$ cat config.mk
export PLATFORM = sky130hd
export DESIGN_NAME = ifu_fetch_decode_flat
export DESIGN_NICKNAME = d
export VERILOG_FILES = /design/src/rtl/pdp8_pkg.sv /design/src/rtl/ifu_fetch_decode_if.sv /design/src/rtl/pdp8_instr_decode.sv /design/src/rtl/ifu_fetch_decode.sv /design/src/flat_wrapper.sv
export SDC_FILE = /design/constraint.sdc
export NUM_CORES = 1
export LEC_CHECK = 0
export ABC_AREA = 0
export CAP_MARGIN = 20
export CORE_MARGIN = 2
export CORE_UTILIZATION = 41
export CTS_CLUSTER_SIZE = 25
export DETAILED_ROUTE_END_ITERATION = 16
export PLACE_DENSITY = 0.76
export SLEW_MARGIN = 10
export SYNTH_ARGS = -nofsm -noshare
export SYNTH_HDL_FRONTEND = slang
export SYNTH_SLANG_ARGS = --single-unit
$ cat constraint.sdc
create_clock -name clk -period 1.5 [get_ports clk]
set_input_delay 0.45 -clock clk [delete_from_list [all_inputs] [get_ports clk]]
set_output_delay 0.45 -clock clk [all_outputs]
set_load 0.01 [all_outputs]
$ cat src/rtl/pdp8_pkg.sv
// Shared PDP-8 definitions: word widths, opcode values, decode classes and
// the fetch/decode FSM state type.
`ifndef ADDR_WIDTH
`define ADDR_WIDTH 12
`endif
`ifndef DATA_WIDTH
`define DATA_WIDTH 12
`endif

package pdp8_pkg;

  // Instruction class produced by the decoder.
  typedef enum logic [2:0] {
    MEM_REF = 3'd0,
    IOT     = 3'd1,
    OPR_G1  = 3'd2,
    OPR_G2  = 3'd3,
    OPR_G3  = 3'd4
  } op_class_t;

  // Major opcodes, instr[11:9].
  localparam logic [2:0] OP_AND = 3'o0;
  localparam logic [2:0] OP_TAD = 3'o1;
  localparam logic [2:0] OP_ISZ = 3'o2;
  localparam logic [2:0] OP_DCA = 3'o3;
  localparam logic [2:0] OP_JMS = 3'o4;
  localparam logic [2:0] OP_JMP = 3'o5;
  localparam logic [2:0] OP_IOT = 3'o6;
  localparam logic [2:0] OP_OPR = 3'o7;

  // Conventional PDP-8 program start address.
  localparam logic [`ADDR_WIDTH-1:0] START_ADDR_DEFAULT = 12'o0200;

  // Bit positions inside an instruction word.
  localparam int HLT_BIT      = 1;
  localparam int IND_BIT      = 8;
  localparam int CUR_PAGE_BIT = 7;

  // Fetch/decode sequencer states.
  typedef enum logic [1:0] {
    S_FETCH  = 2'd0,
    S_WAIT   = 2'd1,
    S_ISSUE  = 2'd2,
    S_HALTED = 2'd3
  } ifu_state_t;

  // Sequential PC advance; the 12-bit result wraps 7777 -> 0000 naturally.
  function automatic logic [`ADDR_WIDTH-1:0] pc_inc(input logic [`ADDR_WIDTH-1:0] pc);
    return pc + `ADDR_WIDTH'(1);
  endfunction

endpackage

$ cat src/rtl/ifu_fetch_decode_if.sv
// Bundle of the IFU's memory read port and its EXEC issue/redirect channel.
//
// Handshake: the IFU raises inst_valid with a decoded instruction and holds
// every decoded field stable until the cycle where inst_valid && exec_ready
// is seen at a rising edge (the accept cycle). exec_pc_load/exec_pc_value are
// only looked at in that accept cycle. The memory read is a one-cycle
// ifu_rd_req pulse; ifu_rd_data must be valid in the following cycle.
`ifndef ADDR_WIDTH
`define ADDR_WIDTH 12
`endif
`ifndef DATA_WIDTH
`define DATA_WIDTH 12
`endif

interface ifu_fetch_decode_if;
  import pdp8_pkg::*;

  // Memory read port
  logic                   ifu_rd_req;
  logic [`ADDR_WIDTH-1:0] ifu_rd_addr;
  logic [`DATA_WIDTH-1:0] ifu_rd_data;

  // Issue channel towards EXEC
  logic                   inst_valid;
  logic                   exec_ready;
  logic [`DATA_WIDTH-1:0] instr;
  logic [2:0]             opcode;
  op_class_t              op_class;
  logic                   indirect;
  logic [`ADDR_WIDTH-1:0] base_addr;
  logic [`ADDR_WIDTH-1:0] inst_pc;

  // Redirect from EXEC and halt status
  logic                   exec_pc_load;
  logic [`ADDR_WIDTH-1:0] exec_pc_value;
  logic                   halted;

  // The fetch/decode unit side.
  modport master (
    output ifu_rd_req, ifu_rd_addr,
    input  ifu_rd_data,
    output inst_valid, instr, opcode, op_class, indirect, base_addr, inst_pc,
    input  exec_ready, exec_pc_load, exec_pc_value,
    output halted
  );

  // The memory + EXEC side.
  modport slave (
    input  ifu_rd_req, ifu_rd_addr,
    output ifu_rd_data,
    input  inst_valid, instr, opcode, op_class, indirect, base_addr, inst_pc,
    output exec_ready, exec_pc_load, exec_pc_value,
    input  halted
  );

endinterface

$ cat src/rtl/pdp8_instr_decode.sv
// Combinational PDP-8 instruction decoder: classifies the word, extracts the
// indirect flag and forms the page-relative base address using the PC the
// word was fetched from.
`ifndef ADDR_WIDTH
`define ADDR_WIDTH 12
`endif
`ifndef DATA_WIDTH
`define DATA_WIDTH 12
`endif

module pdp8_instr_decode
  import pdp8_pkg::*;
(
  input  logic [`DATA_WIDTH-1:0] i_instr,
  input  logic [`ADDR_WIDTH-1:0] i_pc,
  output logic [2:0]             o_opcode,
  output op_class_t              o_op_class,
  output logic                   o_indirect,
  output logic [`ADDR_WIDTH-1:0] o_base_addr,
  output logic                   o_is_hlt
);

  logic [2:0] w_opcode;
  logic [4:0] w_page;
  logic       w_unused_pc_low;

  assign w_opcode        = i_instr[11:9];
  assign w_page          = i_pc[11:7];
  // Only the page number of the PC takes part in address formation.
  assign w_unused_pc_low = ^i_pc[6:0];
  assign o_opcode        = w_opcode;

  // Classify the word; only memory-reference forms carry I and an address.
  always_comb begin
    o_op_class  = MEM_REF;
    o_indirect  = 1'b0;
    o_base_addr = '0;
    o_is_hlt    = 1'b0;
    case (w_opcode)
      OP_IOT: o_op_class = IOT;
      OP_OPR: begin
        if (!i_instr[IND_BIT]) begin
          o_op_class = OPR_G1;
        end else if (!i_instr[0]) begin
          o_op_class = OPR_G2;
          o_is_hlt   = i_instr[HLT_BIT];
        end else begin
          o_op_class = OPR_G3;
        end
      end
      default: begin
        o_op_class = MEM_REF;
        o_indirect = i_instr[IND_BIT];
        if (i_instr[CUR_PAGE_BIT]) begin
          o_base_addr = {w_page, i_instr[6:0]};
        end else begin
          o_base_addr = {5'b0, i_instr[6:0]};
        end
      end
    endcase
  end

endmodule

$ cat src/rtl/ifu_fetch_decode.sv
// PDP-8 instruction fetch/decode unit. Owns the PC, issues one memory read
// per instruction, registers the decoded word and offers it to EXEC. A
// complete instruction takes FETCH -> WAIT -> ISSUE, three cycles minimum.
`ifndef ADDR_WIDTH
`define ADDR_WIDTH 12
`endif
`ifndef DATA_WIDTH
`define DATA_WIDTH 12
`endif

module ifu_fetch_decode
  import pdp8_pkg::*;
#(
  parameter logic [`ADDR_WIDTH-1:0] START_ADDR  = START_ADDR_DEFAULT,
  parameter int                     MEM_LATENCY = 1
) (
  input  logic                  clk,
  input  logic                  reset,
  ifu_fetch_decode_if.master    ifu,
  output ifu_state_t            o_dbg_state
);

  ifu_state_t             r_state;
  logic [`ADDR_WIDTH-1:0] r_pc;
  logic                   r_inst_valid;
  logic [`DATA_WIDTH-1:0] r_instr;
  logic [2:0]             r_opcode;
  op_class_t              r_op_class;
  logic                   r_indirect;
  logic [`ADDR_WIDTH-1:0] r_base_addr;
  logic [`ADDR_WIDTH-1:0] r_inst_pc;
  logic                   r_is_hlt;
  logic                   r_halted;

  logic [2:0]             w_opcode;
  op_class_t              w_op_class;
  logic                   w_indirect;
  logic [`ADDR_WIDTH-1:0] w_base_addr;
  logic                   w_is_hlt;
  logic                   w_accept;

  // Decode the word currently on the read bus against the PC it came from.
  pdp8_instr_decode u_decode (
    .i_instr     (ifu.ifu_rd_data),
    .i_pc        (r_pc),
    .o_opcode    (w_opcode),
    .o_op_class  (w_op_class),
    .o_indirect  (w_indirect),
    .o_base_addr (w_base_addr),
    .o_is_hlt    (w_is_hlt)
  );

  assign w_accept = r_inst_valid & ifu.exec_ready;

  // The request is the FETCH state itself, held off while reset is applied.
  assign ifu.ifu_rd_req  = (r_state == S_FETCH) & ~reset;
  assign ifu.ifu_rd_addr = r_pc;
  assign ifu.inst_valid  = r_inst_valid;
  assign ifu.instr       = r_instr;
  assign ifu.opcode      = r_opcode;
  assign ifu.op_class    = r_op_class;
  assign ifu.indirect    = r_indirect;
  assign ifu.base_addr   = r_base_addr;
  assign ifu.inst_pc     = r_inst_pc;
  assign ifu.halted      = r_halted;
  assign o_dbg_state     = r_state;

  // Fetch/decode sequencer with PC and all registered issue outputs.
  always_ff @(posedge clk) begin
    if (reset) begin
      r_state      <= S_FETCH;
      r_pc         <= START_ADDR;
      r_inst_valid <= 1'b0;
      r_instr      <= '0;
      r_opcode     <= '0;
      r_op_class   <= MEM_REF;
      r_indirect   <= 1'b0;
      r_base_addr  <= '0;
      r_inst_pc    <= '0;
      r_is_hlt     <= 1'b0;
      r_halted     <= 1'b0;
    end else begin
      case (r_state)
        S_FETCH: begin
          r_state <= S_WAIT;
        end
        S_WAIT: begin
          // Only a single-cycle memory is supported; read data is due now.
          if (MEM_LATENCY == 1) begin
            r_instr      <= ifu.ifu_rd_data;
            r_opcode     <= w_opcode;
            r_op_class   <= w_op_class;
            r_indirect   <= w_indirect;
            r_base_addr  <= w_base_addr;
            r_is_hlt     <= w_is_hlt;
            r_inst_pc    <= r_pc;
            r_inst_valid <= 1'b1;
            r_state      <= S_ISSUE;
          end
        end
        S_ISSUE: begin
          // Everything holds until EXEC takes the instruction.
          if (w_accept) begin
            r_inst_valid <= 1'b0;
            if (ifu.exec_pc_load) begin
              r_pc <= ifu.exec_pc_value;
            end else begin
              r_pc <= pc_inc(r_pc);
            end
            if (r_is_hlt) begin
              r_halted <= 1'b1;
              r_state  <= S_HALTED;
            end else begin
              r_state  <= S_FETCH;
            end
          end
        end
        S_HALTED: begin
          r_halted <= 1'b1;
        end
        default: begin
          r_state <= S_FETCH;
        end
      endcase
    end
  end

endmodule

$ cat src/flat_wrapper.sv
// flat-port wrapper written by rule: the top's interface ports become plain ports
module ifu_fetch_decode_flat import pdp8_pkg::*;
#(
  parameter logic [`ADDR_WIDTH-1:0] START_ADDR  = START_ADDR_DEFAULT,
  parameter int                     MEM_LATENCY = 1
)
  (clk, reset, o_dbg_state, ifu_ifu_rd_req, ifu_ifu_rd_addr, ifu_ifu_rd_data, ifu_inst_valid, ifu_instr, ifu_opcode, ifu_op_class, ifu_indirect, ifu_base_addr, ifu_inst_pc, ifu_exec_ready, ifu_exec_pc_load, ifu_exec_pc_value, ifu_halted);
  ifu_fetch_decode_if ifu_i ();
  input  logic clk;
  input  logic reset;
  output ifu_state_t o_dbg_state;
  output wire logic [$bits(ifu_i.ifu_rd_req)-1:0] ifu_ifu_rd_req;
  output wire logic [$bits(ifu_i.ifu_rd_addr)-1:0] ifu_ifu_rd_addr;
  input wire logic [$bits(ifu_i.ifu_rd_data)-1:0] ifu_ifu_rd_data;
  output wire logic [$bits(ifu_i.inst_valid)-1:0] ifu_inst_valid;
  output wire logic [$bits(ifu_i.instr)-1:0] ifu_instr;
  output wire logic [$bits(ifu_i.opcode)-1:0] ifu_opcode;
  output wire logic [$bits(ifu_i.op_class)-1:0] ifu_op_class;
  output wire logic [$bits(ifu_i.indirect)-1:0] ifu_indirect;
  output wire logic [$bits(ifu_i.base_addr)-1:0] ifu_base_addr;
  output wire logic [$bits(ifu_i.inst_pc)-1:0] ifu_inst_pc;
  input wire logic [$bits(ifu_i.exec_ready)-1:0] ifu_exec_ready;
  input wire logic [$bits(ifu_i.exec_pc_load)-1:0] ifu_exec_pc_load;
  input wire logic [$bits(ifu_i.exec_pc_value)-1:0] ifu_exec_pc_value;
  output wire logic [$bits(ifu_i.halted)-1:0] ifu_halted;
  assign ifu_ifu_rd_req = ifu_i.ifu_rd_req;
  assign ifu_ifu_rd_addr = ifu_i.ifu_rd_addr;
  assign ifu_i.ifu_rd_data = ifu_ifu_rd_data;
  assign ifu_inst_valid = ifu_i.inst_valid;
  assign ifu_instr = ifu_i.instr;
  assign ifu_opcode = ifu_i.opcode;
  assign ifu_op_class = ifu_i.op_class;
  assign ifu_indirect = ifu_i.indirect;
  assign ifu_base_addr = ifu_i.base_addr;
  assign ifu_inst_pc = ifu_i.inst_pc;
  assign ifu_i.exec_ready = ifu_exec_ready;
  assign ifu_i.exec_pc_load = ifu_exec_pc_load;
  assign ifu_i.exec_pc_value = ifu_exec_pc_value;
  assign ifu_halted = ifu_i.halted;
  ifu_fetch_decode #(.START_ADDR(START_ADDR), .MEM_LATENCY(MEM_LATENCY)) u_core (.clk(clk), .reset(reset), .ifu(ifu_i), .o_dbg_state(o_dbg_state));
endmodule
-- After elaboration in Yosys (flattened, before gate mapping)
Cells that the tools add are included.
- output and inout port bits: 60
- word-level logic and storage cells: 49
- register bits after elaboration: 60
- equal/unequal tests: 7
- $add $sub $neg: 1
- reduce and logical (&&, ||, !) cells: 9
- muxes and demuxes: 18
- bitwise logic cells: 3
- operators by type and width (cell ; number):
    two-way mux 12 bit ; 3
    adder 12 x 1 -> 12 bit (second input constant) ; 1
    two-way mux 1 bit ; 7
    equality test 3 bit (second input constant) ; 2
    two-way mux 3 bit ; 2
    case mux 2 bit (3 select lines) ; 1
    case mux 3 bit (2 select lines) ; 1
    AND reduction 2 bit ; 3
    equality test 2 bit (second input constant) ; 2
    two-way mux 2 bit ; 2
    != test 2 x 1 -> 1 bit (second input constant) ; 2
    case mux 1 bit (2 select lines) ; 2
    nonzero test 2 bit ; 2
    AND reduction 3 bit ; 1
    nonzero test 3 bit ; 1
    AND 1 bit ; 2
    equality test 2 x 1 -> 1 bit (second input constant) ; 1
    zero test 2 bit ; 1
    OR reduction 2 bit ; 1
    inverter 1 bit ; 1

-- Depth between registers and ports, before layout
- word-level depth: 3
- depth in mapped cells: 8
- mapped depth without buffers: 6

-- Hierarchy
From an unflattened synthesis, not the netlist that was laid out.
- cells, all modules: 300
- area, all modules: 2712.6 µm²
- by module, submodules not included (module ; times used ; seq. area each (µm²) ; area an instance (µm²) ; cells an instance):
    ifu_fetch_decode ; 1 ; 1201.2 ; 2543.7 ; 274
    pdp8_instr_decode ; 1 ; 0.0 ; 168.9 ; 26

-- Worst setup path before layout
Ideal clock, no wire load.
- kind: reg-to-reg
- start: reg u_core.r_state[0], in the netlist u_core.o_dbg_state[0]
- end: reg u_core.r_pc[4], in the netlist u_core.ifu.ifu_rd_addr[4]
- library setup time: 0.128 ns
- stages on the path, launching flop included: 9
- arrival time: 1.507 ns
- path buffers: 3
- clock period less this slack: 1.634 ns
- required time: 1.372 ns
- setup slack: -0.134 ns
- cell sequence: dfxtp_1 inv_1 ha_1 buf_4 and3_1 buf_2 buf_2 a22oi_1 nor2_1
- word-level cells in the longest chain between the ends: 2
- ends and longest elaborated chain (what ; RTL line ; source):
    start: declaration ; ifu_fetch_decode.sv:23 ; ifu_state_t r_state;
    start signal: assignment ; ifu_fetch_decode.sv:71 ; r_state <= S_FETCH;
    start signal: assignment ; ifu_fetch_decode.sv:85 ; r_state <= S_WAIT;
    start signal: assignment ; ifu_fetch_decode.sv:98 ; r_state <= S_ISSUE;
    equality test 2 bit ; ifu_fetch_decode.sv:83 ; case (r_state)
    AND reduction 2 bit (no source line) ; -- ;
    end signal: assignment ; ifu_fetch_decode.sv:106 ; r_pc <= ifu.exec_pc_value;
    end signal: assignment ; ifu_fetch_decode.sv:108 ; r_pc <= pc_inc(r_pc);
    end: declaration ; ifu_fetch_decode.sv:24 ; logic [`ADDR_WIDTH-1:0] r_pc;
No other way between the ends.
A chain may end at the register's enable or synchronous reset.

-- Worst setup path in the final report
- start: reg u_core.r_state[0], in the netlist u_core.o_dbg_state[0]
- end: out ifu_ifu_rd_req
- word-level cells in the longest chain between the ends: 2
- ends and longest elaborated chain (what ; RTL line ; source):
    zero test 2 bit ; ifu_fetch_decode.sv:56 ; assign ifu.ifu_rd_req = (r_state == S_FETCH) & ~reset;
    AND 1 bit ; ifu_fetch_decode.sv:56 ;
    end: declaration ; flat_wrapper.sv:12 ; output wire logic [$bits(ifu_i.ifu_rd_req)-1:0] ifu_ifu_rd_req;
No other way between the ends.

==> impl_metrics.toml <==
[routing]
drc = 0
dr_total_vias = 2505
first_pass_iters = 4
viasPerCell = 5.21
drt_iter0_drc = 146
antenna_left = 0
wl_mm = 6.97
wire_per_inst_um = 14.5

[job]
drv_cap = 0

[finish]
area_growth_pct = 51.9
antenna_cells = 0
layout_commonest_cell = "dlygate4sd2_1"
layout_common_cells = "57 x dlygate4sd2_1, 48 x dfxtp_1, 37 x nor2_1, 29 x buf_4, 27 x mux2i_1"
fin_util_pct = 64.8
fill_cells = 528
nets = 435
drive_gt1_share_pct = 19.0

[timing]
setup_slack_ns = -0.0521
setup_viol = 2
timing.hold.ws_ns = 0.468
worst_slew_pin_slew_ns = 0.614
drv_slew = 0
fin_skew_ns = 0.0101
finalHoldViolations = 0
setup_tns_ns = -0.102
min_period_ns = 1.55
rsz0062_at_grt = "yes"
fmax_ghz = 0.644
relSlewSlack_pct = 59.1
layout_worst_path_cycle_share_pct = 103

[cts]
cts_tree = "yes"
clk_latency_ns = 0.33
cts_root_buf = "clkbuf_8"
cts_setup_buffers = 0
clk_path_buf_depth = 2
htree_levels = 3
clock-sinks = 57
clk_pin_slew_ns = 0.07
numCtsBuffers = 9

[critical_path]
critPathTopFamily = "flip-flops"
cp-end-kind = "primary output"
crit_slowest_cell = "dfxtp_4"
critPathMaxFanout = 2
cp-start-kind = "register"
critPathMaxStageDelay_ns = 0.35
crit_type = "register to primary output"
crit_chain = "inv_4 -> ha_4 -> nor2b_4 -> buf_6"
cp_data_arrival_time_ns = 1.10
critPathBufInv = 2
crit_required_ns = 1.05

[floorplan]
io_pins = 88
fp.dieW_um = 83.0
dieArea_mm2 = 0.00689
core_mm2 = 0.00599
die_h_um = 83.0
rows = 28
initial_utilization_pct = 42.7

[outcome]
violations = "negative setup slack"
status = "complete, but fails checks"

[pwr]
power.density_mw_per_mm2 = 977
seqPwrFrac_pct = 43.6
p_leak_nw = 1.72
switching_share_pct = 29.7
power_frac_clock_pct = 32.9
p_int_w = 0.00267
vdd_drop_max_mv = 0.757
combPwrFrac_pct = 23.5
p_switching_w = 0.00113

[placement]
gp_congestion = 0.827
dp_hpwl_mm = 4.90
io_buffers = 87
pre_cts_ws_ns = -0.386

[global_routing]
grtUsageTotal_pct = 19.7
grt_pass1_wl_mm = 11.1
grt_antenna_before_repair = 0
grt_pass1_vias = 2335
grt_start_max_net_pins = 60
gr-total-overflow = 0

[synth]
syn-num-nets = 329
yosysUniqueCellTypes = 37
synth_edf_count = 0
synth-main-ff-cell = "dfxtp_1"
async_flop_share_pct = 0
ys_top_cells_by_area = "dfxtp_1 45%, mux2i_1 11%, nor2_1 5.4%, a21oi_1 5.3%, nand2b_1 4.4%"
synth-seq-cells = 57
synth_top_area_share_pct = 44.6
yosysTopAreaCell = "dfxtp_1"
postSynthCellCount = 295
syn_avg_cell_area_um2 = 8.67
yosys_warnings = 0
synth_seq_area_share_pct = 44.6
synth_area_mm2 = 0.00256

[hold_path]
hp-class = "register to register"
## power by group through the flow
stage | Sequential [W] | Combinational, W | Clock (W)
3_5_place_dp | 0.00170 | 0.000923 | 0
6_report | 0.00166 | 0.000893 | 0.00125
2_1_floorplan | 0.00175 | 0.000439 | 0
5_1_grt | 0.00167 | 0.000971 | 0.00135
4_1_cts | 0.00166 | 0.000854 | 0.00128
3_3_place_gp | 0.00169 | 0.000914 | 0
## final timing paths
kind                                                     startpoint                                       to  slack (ns)  cells past startpoint
worst min-delay path            u_core.ifu.op_class[1]$_SDFFE_PP0N_      u_core.ifu.op_class[1]$_SDFFE_PP0N_        0.47                      2
worst min register to register  u_core.ifu.op_class[1]$_SDFFE_PP0N_      u_core.ifu.op_class[1]$_SDFFE_PP0N_        0.47                      2
worst max register to register   u_core.o_dbg_state[0]$_SDFFE_PP0P_  u_core.ifu.ifu_rd_addr[10]$_SDFFE_PP0P_       -0.05                      7
worst max-delay path             u_core.o_dbg_state[0]$_SDFFE_PP0P_                           ifu_ifu_rd_req       -0.05                      4
## kinds of logic after synthesis
logic type               synth area share [%]
buffers and inverters                    5.63
AND/OR/NAND/NOR                          23.3
multiplexers                             10.6
flip-flops                               44.6
AO/OA/AOI/OAI                            13.0
adder cells (fa/ha/maj)                  2.94
## sequential cells by signal (all words and copies together) (netlist names), 2 cells and up
signal / cells
u_core.ifu.instr: 10
u_core.ifu.inst_pc: 12
u_core.ifu.opcode: 2
u_core.ifu.ifu_rd_addr: 12
u_core.o_dbg_state: 2
u_core.ifu.base_addr: 12
u_core.ifu.op_class: 3
## metrics by stage
| stage | instances | instance area, um2 | total power [W] |
|---|---|---|---|
| floorplan | 295 | 2610 | 0.00218 |
| global placement | 465 | 3730 | 0.00260 |
| detailed placement | 465 | 3730 | 0.00262 |
| CTS | 481 | 3830 | 0.00379 |
| global route | 481 | 3880 | 0.00399 |
| finish | 481 | 3880 | 0.00380 |
## metal layers
metal	wire length (um)	track usage, %	part of all wire, %
met5	0	0	0
met4	45	7.60	0.65
met3	554	6.36	7.9
met2	3260	30.4	47
met1	3110	25.7	45
## Yosys cell counts (2+ instances only)
library cell / instances
nand3_2: 3
a21oi_1: 27
mux2i_1: 27
a22oi_1: 4
and3_1: 3
nand4_1: 3
a211oi_1: 2
o22ai_1: 2
nor3_1: 3
buf_4: 4
nand3_1: 20
ha_1: 6
nor2b_1: 3
dfxtp_1: 57
clkbuf_1: 12
nand2_1: 19
nand2b_1: 18
o31ai_1: 3
nor2_1: 37
inv_1: 5
buf_2: 10
a31oi_1: 5
o21ai_0: 8
## area by class of cell
type                            instances  area, um2  area share (%)
Multi-Input combinational cell        207       1350            34.7
Sequential cell                        57       1160            30.0
Timing Repair Buffer                  121       1090            28.0
Clock buffer                            9        124            3.19
Tap cell                               75       93.8            2.42
Clock inverter                          7       46.3            1.19
Inverter                                5       21.3           0.548
## repair_timing
item / 4_1_cts / 5_1_grt
pin swaps: 1 / 0
setup endpoints to repair: 65 / 31
resized for setup: 77 / 14
hold buffers: 0 / 0
## tightest hold or removal path, stage by stage (launching register included)
cell and delay [ns]:
dfxtp_1 0.31, nand2b_1 0.06, a21oi_1 0.05
Note: power is estimated with default switching activity, not from simulation.
